File: config.mk
export PLATFORM = sky130hd
export DESIGN_NAME = e203_nts_ram_seq
export DESIGN_NICKNAME = d
export VERILOG_FILES = /design/src/rtl/e203_nts_ram_seq.sv
export SDC_FILE = /design/constraint.sdc
export NUM_CORES = 2
export LEC_CHECK = 0
export ABC_CLOCK_PERIOD_IN_PS = 3560
export BUFFER_PORTS_ARGS = -buffer_cell sky130_fd_sc_hd__buf_2
export CAP_MARGIN = 20
export CORE_AREA = 2 2 672 674
export CTS_CLUSTER_SIZE = 14
export DETAILED_ROUTE_END_ITERATION = 7
export DIE_AREA = 0 0 674 676
export GPL_TIMING_DRIVEN = 0
export PLACE_DENSITY = 0.43
export SLEW_MARGIN = 20
export SYNTH_ARGS = -nofsm -noshare
export SYNTH_HDL_FRONTEND = slang
export SYNTH_SLANG_ARGS = --single-unit
export TNS_END_PERCENT = 50
File: constraint.sdc
create_clock -name clk -period 3.56 [get_ports clk]
set_input_delay 0.89 -clock clk [delete_from_list [all_inputs] [get_ports clk]]
set_output_delay 0.89 -clock clk [all_outputs]
set_load 0.01 [all_outputs]
File: src/rtl/e203_nts_ram_seq.sv
// Nested-trap-save context RAM sequencer: moves 640-bit frames to/from a 128-bit
// single-port SRAM as five beats and shares the RAM with a one-beat debug read.
module e203_nts_ram_seq #(
    parameter int unsigned FRAME_W      = 640,
    parameter int unsigned BEAT_W       = 128,
    parameter int unsigned AW           = 8,
    parameter int unsigned DEPTH_FRAMES = 12,
    parameter int unsigned BASE_ADDR    = 0
) (
    input  logic                  clk,
    input  logic                  rst_n,
    input  logic                  save_req,
    input  logic [3:0]            save_idx,
    input  logic [FRAME_W-1:0]    save_data,
    output logic                  save_ack,
    input  logic                  rest_req,
    input  logic [3:0]            rest_idx,
    output logic [FRAME_W-1:0]    rest_data,
    output logic                  rest_vld,
    input  logic                  dbg_req,
    input  logic [AW-1:0]         dbg_addr,
    output logic [BEAT_W-1:0]     dbg_rdata,
    output logic                  dbg_ack,
    output logic                  ram_cs,
    output logic                  ram_we,
    output logic [AW-1:0]         ram_addr,
    output logic [BEAT_W/8-1:0]   ram_wem,
    output logic [BEAT_W-1:0]     ram_din,
    input  logic [BEAT_W-1:0]     ram_dout,
    output logic                  busy,
    output logic                  err
);
    localparam int unsigned BEATS = FRAME_W / BEAT_W;
    localparam int unsigned WEM_W = BEAT_W / 8;
    localparam int unsigned CW    = 3;
    localparam int unsigned IW    = 4;

    localparam logic [2:0] IDLE     = 3'd0;
    localparam logic [2:0] SAVE     = 3'd1;
    localparam logic [2:0] RD       = 3'd2;
    localparam logic [2:0] RD_TAIL  = 3'd3;
    localparam logic [2:0] DBG_RD   = 3'd4;
    localparam logic [2:0] DBG_TAIL = 3'd5;

    logic [2:0]                    state_q, state_d;
    logic [CW-1:0]                 beat_q, beat_d;
    logic [IW-1:0]                 idx_q, idx_d;
    logic [BEATS-1:0][BEAT_W-1:0]  frame_q, frame_d;
    logic [FRAME_W-1:0]            rest_q, rest_d;
    logic [BEAT_W-1:0]             dbg_q, dbg_d;
    logic                          cs_q, cs_d, we_q, we_d;
    logic [AW-1:0]                 addr_q, addr_d;
    logic [WEM_W-1:0]              wem_q, wem_d;
    logic [BEAT_W-1:0]             din_q, din_d;
    logic                          save_ack_q, save_ack_d, rest_vld_q, rest_vld_d;
    logic                          dbg_ack_q, dbg_ack_d, err_q, err_d, busy_q;
    logic                          rest_take, save_take, dbg_take;
    logic [FRAME_W-1:0]            tail_frame;

    function automatic logic [AW-1:0] slot_addr(input logic [IW-1:0] idx, input logic [CW-1:0] beat);
        return AW'(BASE_ADDR) + AW'(idx) * AW'(BEATS) + AW'(beat);
    endfunction

    // A requester still holds its req during its own ack cycle; don't re-accept it then.
    assign rest_take  = rest_req && !rest_vld_q;
    assign save_take  = save_req && !save_ack_q;
    assign dbg_take   = dbg_req  && !dbg_ack_q;
    assign tail_frame = {ram_dout, frame_q[BEATS-2:0]};

    // Next-state, datapath and next-output logic
    always_comb begin
        state_d    = state_q;
        beat_d     = beat_q;
        idx_d      = idx_q;
        frame_d    = frame_q;
        rest_d     = rest_q;
        dbg_d      = dbg_q;
        cs_d       = 1'b0;
        we_d       = 1'b0;
        addr_d     = '0;
        wem_d      = '0;
        din_d      = '0;
        save_ack_d = 1'b0;
        rest_vld_d = 1'b0;
        dbg_ack_d  = 1'b0;
        err_d      = 1'b0;
        case (state_q)
            IDLE: begin
                beat_d = '0;
                if (rest_take) begin
                    idx_d = rest_idx;
                    if (32'(rest_idx) >= DEPTH_FRAMES) begin
                        rest_vld_d = 1'b1;
                        err_d      = 1'b1;
                        rest_d     = '0;
                    end else begin
                        state_d = RD;
                        cs_d    = 1'b1;
                        addr_d  = slot_addr(rest_idx, '0);
                    end
                end else if (save_take) begin
                    idx_d   = save_idx;
                    frame_d = save_data;
                    if (32'(save_idx) >= DEPTH_FRAMES) begin
                        save_ack_d = 1'b1;
                        err_d      = 1'b1;
                    end else begin
                        state_d = SAVE;
                        cs_d    = 1'b1;
                        we_d    = 1'b1;
                        wem_d   = '1;
                        addr_d  = slot_addr(save_idx, '0);
                        din_d   = save_data[BEAT_W-1:0];
                    end
                end else if (dbg_take) begin
                    state_d = DBG_RD;
                    cs_d    = 1'b1;
                    addr_d  = dbg_addr;
                end
            end
            SAVE: begin
                if (beat_q == CW'(BEATS - 1)) begin
                    state_d = IDLE;
                end else begin
                    beat_d     = beat_q + CW'(1);
                    cs_d       = 1'b1;
                    we_d       = 1'b1;
                    wem_d      = '1;
                    addr_d     = slot_addr(idx_q, beat_d);
                    din_d      = frame_q[beat_d];
                    save_ack_d = (beat_d == CW'(BEATS - 1));
                end
            end
            RD: begin
                // Data for the previous beat's read arrives this cycle
                if (beat_q != '0) begin
                    frame_d[beat_q - CW'(1)] = ram_dout;
                end
                if (beat_q == CW'(BEATS - 1)) begin
                    state_d    = RD_TAIL;
                    rest_vld_d = 1'b1;
                end else begin
                    beat_d = beat_q + CW'(1);
                    cs_d   = 1'b1;
                    addr_d = slot_addr(idx_q, beat_d);
                end
            end
            RD_TAIL: begin
                state_d = IDLE;
                rest_d  = tail_frame;
            end
            DBG_RD: begin
                state_d   = DBG_TAIL;
                dbg_ack_d = 1'b1;
            end
            DBG_TAIL: begin
                state_d = IDLE;
                dbg_d   = ram_dout;
            end
            default: state_d = IDLE;
        endcase
    end

    always_ff @(posedge clk or negedge rst_n) begin
        if (!rst_n) begin
            state_q    <= IDLE;
            beat_q     <= '0;
            idx_q      <= '0;
            frame_q    <= '0;
            rest_q     <= '0;
            dbg_q      <= '0;
            cs_q       <= 1'b0;
            we_q       <= 1'b0;
            addr_q     <= '0;
            wem_q      <= '0;
            din_q      <= '0;
            save_ack_q <= 1'b0;
            rest_vld_q <= 1'b0;
            dbg_ack_q  <= 1'b0;
            err_q      <= 1'b0;
            busy_q     <= 1'b0;
        end else begin
            state_q    <= state_d;
            beat_q     <= beat_d;
            idx_q      <= idx_d;
            frame_q    <= frame_d;
            rest_q     <= rest_d;
            dbg_q      <= dbg_d;
            cs_q       <= cs_d;
            we_q       <= we_d;
            addr_q     <= addr_d;
            wem_q      <= wem_d;
            din_q      <= din_d;
            save_ack_q <= save_ack_d;
            rest_vld_q <= rest_vld_d;
            dbg_ack_q  <= dbg_ack_d;
            err_q      <= err_d;
            busy_q     <= (state_d != IDLE);
        end
    end

    // Last beat/debug word is presented straight from the RAM in the completion cycle
    assign rest_data = (state_q == RD_TAIL)  ? tail_frame : rest_q;
    assign dbg_rdata = (state_q == DBG_TAIL) ? ram_dout   : dbg_q;
    assign save_ack  = save_ack_q;
    assign rest_vld  = rest_vld_q;
    assign dbg_ack   = dbg_ack_q;
    assign err       = err_q;
    assign busy      = busy_q;
    assign ram_cs    = cs_q;
    assign ram_we    = we_q;
    assign ram_addr  = addr_q;
    assign ram_wem   = wem_q;
    assign ram_din   = din_q;

endmodule

* Word level (Yosys, flattened, before mapping)
Index checks and enable logic that the tools add are counted.
** Storage, ports and cells
- Register bits :: 1577
- Logic and storage cells :: 128
- Output and inout port bits :: 927
- Bits of input ports :: 789
** Operators by class
- Equal/unequal tests :: 13
- Add/sub/neg operators :: 3
- Reductions and logical operators :: 19
- Multiply operators :: 3
- Muxes and demuxes :: 65
- Order comparisons :: 5
** Operators by type and width (number)
- 640-bit 2-to-1 mux :: 6
- 640-bit case mux with 2 select lines :: 2
- 128-bit 2-to-1 mux :: 7
- 640-bit bitwise mux :: 1
- 128-bit binary-select mux with 3-bit select :: 1
- 128-bit demux with 3-bit select :: 1
- 128-bit case mux with 2 select lines :: 1
- 16-bit 2-to-1 mux :: 4
- 8-bit 2-to-1 mux :: 4
- 16-bit case mux with 2 select lines :: 1
- 3-bit 2-to-1 mux :: 8
- 4-bit by 3-bit multiplier with 7-bit output (second input constant) :: 3
- 1-bit 2-to-1 mux :: 18
- 8-bit case mux with 2 select lines :: 1
- 7-bit 2-to-1 mux :: 2
- 3-bit equality test (second input constant) :: 4
- 2-bit inequality test (second input constant) :: 6
- 3-bit case mux with 4 select lines :: 1
- 7-bit by 3-bit adder with 8-bit output :: 1
- 4-bit >= comparator (second input constant) :: 2
- 3-bit by 4-bit less-than comparator with 1-bit output (second input constant) :: 2
- 4-bit 2-to-1 mux :: 2
- 1-bit case mux with 2 select lines :: 4
- 2-bit nonzero test :: 4
- other kinds (14) :: 22

* Longest topological paths before layout
- Word-level depth :: 8
- Gate-level depth with buffers :: 11
- Depth with buffers taken out :: 9

* Worst setup path before layout
OpenSTA, ideal clock, no wires.
- Path kind :: reg2reg
- Start :: register beat_q[0]
- End :: register addr_q[5] (netlist: ram_addr[5])
- Setup time :: 0.126 ns
- Required time :: 3.434 ns
- Stages on the path, launching flop included :: 11
- Period minus slack after synthesis :: 2.683 ns
- Arrival time :: 2.557 ns
- Buffers on the path :: 1
- Path slack :: 0.877 ns
- Cells stage by stage :: dfrtp_1 -> buf_2 -> inv_1 -> ha_1 -> ha_1 -> ha_1 -> fa_1 -> a21o_1 -> a21oi_1 -> xnor2_1 -> a221o_1
** Between the ends
- Cells in the longest elaborated chain, start to end :: 4
- Elaborated cells between the ends (all ways) :: 5
- Those cells by class :: 2 x add/sub; 1 x eq/ne; 2 x mux
** RTL lines
- start: declaration :: line 46 : logic [CW-1:0] beat_q, beat_d;
- start signal: assignment :: line 184 : beat_q <= beat_d;
- 3-bit by 1-bit adder with 3-bit output :: line 125, 143
- 7-bit by 3-bit adder with 8-bit output :: line 61 : return AW'(BASE_ADDR) + AW'(idx) * AW'(BEATS) + AW'(beat);
- 8-bit 2-to-1 mux * :: line 122, 139
- 8-bit case mux with 2 select lines * :: line 87 : case (state_q)
- named net addr_d[5] :: line 52 : logic [AW-1:0] addr_q, addr_d;
- end signal: assignment :: line 191 : addr_q <= addr_d;
- end: declaration :: line 52
Mark *: on every way through the listed nets, which the timed path passes. The rest lies on a longest branch.
A chain may end at the register's enable or synchronous reset.

* Final worst setup path
- Start :: register state_q[2]
- End :: output rest_data[579]
** Between the ends
- Cells in the longest elaborated chain, start to end :: 2
** RTL lines
- start: declaration :: line 45 : logic [2:0] state_q, state_d;
- start signal: assignment :: line 183 : state_q <= state_d;
- 3-bit by 2-bit equality test with 1-bit output :: line 203 : assign rest_data = (state_q == RD_TAIL) ? tail_frame : rest_q;
- 640-bit 2-to-1 mux :: line 203
- end: declaration :: line 18 : output logic [FRAME_W-1:0] rest_data,
Every way passes these cells.

==> run metrics <==
final worst slack -0.3363 ns; result of the run finished, violations left; VDD IR-drop max 0.6321 mV; type of origin of the critical path flip-flop; number of synthesized flops with an enable pin 0; Slew headroom 0.2617; Seq/Total Area, Yosys 0.5311; pin count of the biggest net entering global routing ~130; Tcrit/Tclk final 1.094; cell taking the most area after synthesis dfrtp_1; GRT overflow 0; number of synthesized register bits 1,561; via count 60,970; die height 676 microns; Die Wd 674 microns; CTS Buf Count between 200 and 250; Max Clk Rate 256.7 MHz; Yosys warning total 0; Pwr Density 1084 nW/um^2; pre-CTS WS -1.964 ns; gr usage total 0.2149; dpl cells 13,760; ys flop type dfrtp_1; Syn Area/Cell 12.19 sq um; Finish-stage setup viols between 700 and 800; IO Pins 1,716; CP Class reg -> out; Mapped Nets between 6,000 and 7,000; initial core utilization 0.1642; gpl congestion 0.8976; Worst Hold Class in -> async; Starting DRT DRC Count about 4,700; TritonCTS clock tree done; Core Area 447,800 sq um; Non-Filler Instances 14,360; Max stage delay on crit path 0.41 ns; Async SR Flop Fraction 1.000; worst hold margin 0.1222 ns; Slew Limit Fails 0; Worst EP arrival 3.01 ns; Final Instance Area about 100,000 sq um; drt drc 0; Synth area leaders dfrtp_1 (53%), mux2_2 (15%), mux2_1 (6.6%), and2_1 (5.5%), nand2_1 (4.2%); worst-case clock buffer depth 4; number of global-route vias before repair approximately 60,000; htree depth 4; clock skew 0.07726 ns; CP required around 2.7 ns; I/O Buffers 1,715; drt first pass iters 7; Critical Path Fanout Max 10; max cap viols 0; failing checks negative setup slack; Clock Latency Late Sink 0.93 ns; crit path capture type primary output; Reg clk slew, reported paths 0.06 ns; initial antenna violation count 222; DIE AREA 455,600 sq um; slew at the pin closest to its max-slew limit 1.104 ns; Placement Cell Area 90,950 sq um; drt wl/cell between 30 and 40 microns; Area growth syn-to-layout 39.68%; hpwl dp just over 400,000 microns; Root Buffer Master clkbuf_16; fin nets 8,921; Leak just under 50 nW; FILL cells 48,670; Routed Wire Length around 510,000 microns; post-route ant nets 0; standard-cell row count roughly 250; slowest stage cell, crit path dfrtp_2; Mapped Area 73,550 sq um; cells on worst reg2reg path 10; most used cell along the critical path buf_12; Cell variety after synth 51; first-pass GRT wire length between 600,000 and 700,000 microns; Design Power 111.3 mW; CTS Sinks 1,561; Final min period 3.896 ns; fraction of layout cells with a size suffix above 1 0.4337; RSZ-0062 raised after global routing true; Yosys top cell area share 0.5311; vias per std cell approximately 4.2; cell count after synthesis between 6,000 and 7,000; critical-path cell list nand3b_1 -> buf_12 -> clkbuf_16 -> buf_16 -> buf_12 -> buf_12 -> mux2_4 -> buf_2; final hold violations 0
==> cell usage in the layout (no fill, tap or decap), types with 11 or more instances in the layout <==
cell	netlist	layout
buf_2	125	1598
dfrtp_1	1561	1558
mux2_2	980	839
nand2_1	819	819
and2_1	641	641
o21ai_0	606	606
mux2_1	429	429
clkbuf_1	250	232
clkbuf_16	0	229
buf_6	46	202
diode_2	0	146
mux2_4	0	141
nor2b_1	129	129
a221o_1	131	128
mux4_2	127	127
buf_4	39	97
buf_12	0	97
clkbuf_8	0	55
buf_16	0	51
clkbuf_2	2	30
clkinv_2	0	27
ha_1	24	23
clkbuf_4	0	19
a21oi_1	17	17
nor2_1	16	16
bufinv_16	0	16
buf_8	0	11
clkinvlp_4	0	11
==> routing by layer <==
| metal | track usage | wire (microns) |
|---|---|---|
| met5 | 0 | 399 |
| met4 | 0.08591 | 24940 |
| met3 | 0.05150 | 34990 |
| met2 | 0.3806 | 255500 |
| met1 | 0.2480 | 193800 |
==> critical path: cells and delay by family, from the launching register on <==
family                 cells  cell delay, ns
AND/OR/NAND/NOR            1            0.20
multiplexers               1            0.33
buffers and inverters      6            1.06
flip-flops                 1            0.41
==> registers in the layout, indices dropped and copies added (netlist names), 3 cells and up <==
| name | flops |
|---|---|
| frame_q | 640 |
| rest_q | 640 |
| dbg_q | 128 |
| ram_din | 128 |
| ram_addr | 8 |
| idx_q | 4 |
| beat_q | 3 |
| state_q | 3 |
==> through the flow <==
step | TNS [ns] | util
final | -153.98 | 0.2294
after global routing | -294.59 | 0.2290
after detailed placement | -1416.33 | 0.2031
after CTS | -298.82 | 0.2249
after floorplan | 0 | -
after global placement | - | 0.2000
==> final cells by class <==
type / count / area [sq um] / area share
flip-flops and latches: 1561 / 39070 / 0.3802
clock inverters: 66 / 887.1 / 0.008634
repair buffers: 1867 / 12590 / 0.1225
multi-input cells: 3999 / 32660 / 0.3179
plain buffers: 471 / 3765 / 0.03664
clock buffers: 294 / 5944 / 0.05786
well taps: 5952 / 7447 / 0.07248
diodes: 146 / 365.4 / 0.003556
inverters: 3 / 15.01 / 0.0001461
==> worst paths after layout <==
path	startpoint	endpoint	slack (ns)
max in group asynchronous	rst_n	rest_q[224]	0.59
worst max register to register	beat_q[0]	frame_q[466]	0.02
worst min register to register	frame_q[551]	ram_din[39]	0.45
worst max-delay path	state_q[2]	rest_data[579]	-0.34
min in group clk	save_data[33]	ram_din[33]	0.21
worst min-delay path	rst_n	rest_q[37]	0.12
==> cell usage after synthesis, types with 2 or more instances <==
| library cell | count |
|---|---|
| dfrtp_1 | 1561 |
| o22ai_1 | 5 |
| buf_1 | 11 |
| mux2_1 | 429 |
| xor2_1 | 4 |
| buf_6 | 46 |
| ha_1 | 24 |
| and3_1 | 2 |
| a221o_1 | 131 |
| buf_2 | 125 |
| or3_1 | 3 |
| nor3_1 | 5 |
| mux2i_1 | 4 |
| clkbuf_2 | 2 |
| nor4b_1 | 2 |
| a21oi_1 | 17 |
| nor2_1 | 16 |
| fa_1 | 3 |
| o21ai_0 | 606 |
| and2_1 | 641 |
| clkbuf_1 | 250 |
| a21o_1 | 4 |
| mux2_2 | 980 |
| nor2b_1 | 129 |
| a211oi_1 | 2 |
| mux4_2 | 127 |
| a221oi_1 | 2 |
| nand3b_1 | 2 |
| buf_4 | 39 |
| nor3b_1 | 3 |
| nand2b_1 | 8 |
| xnor2_1 | 3 |
| a22oi_1 | 8 |
| inv_1 | 3 |
| nand3_1 | 5 |
| nand2_1 | 819 |
==> what timing repair did <==
item	in CTS	in global routing
pin swaps	3	1
hold buffers	14	0
endpoints found under the setup margin	1596	869
buffers inserted	34	24
gates resized for setup	515	320
endpoints found under the hold margin	68	0
cloned	12	17
==> power by group <==
group,switching [mW],internal (mW)
Clock,9.09,12.7
Combinational,34.4,24.5
Sequential,4.95,25.7
Total,48.4,62.9
==> cells by family after synthesis <==
logic type	Yosys count	share of synthesized area
adder cells (fa/ha/maj)	28	0.005035
multiplexers	1540	0.2551
AND/OR/NAND/NOR	1640	0.1114
buffers and inverters	476	0.03314
flip-flops	1561	0.5311
AO/OA/AOI/OAI	784	0.06343
XOR/XNOR	7	0.0008335
No activity file was read; power rests on OpenSTA's default activity.
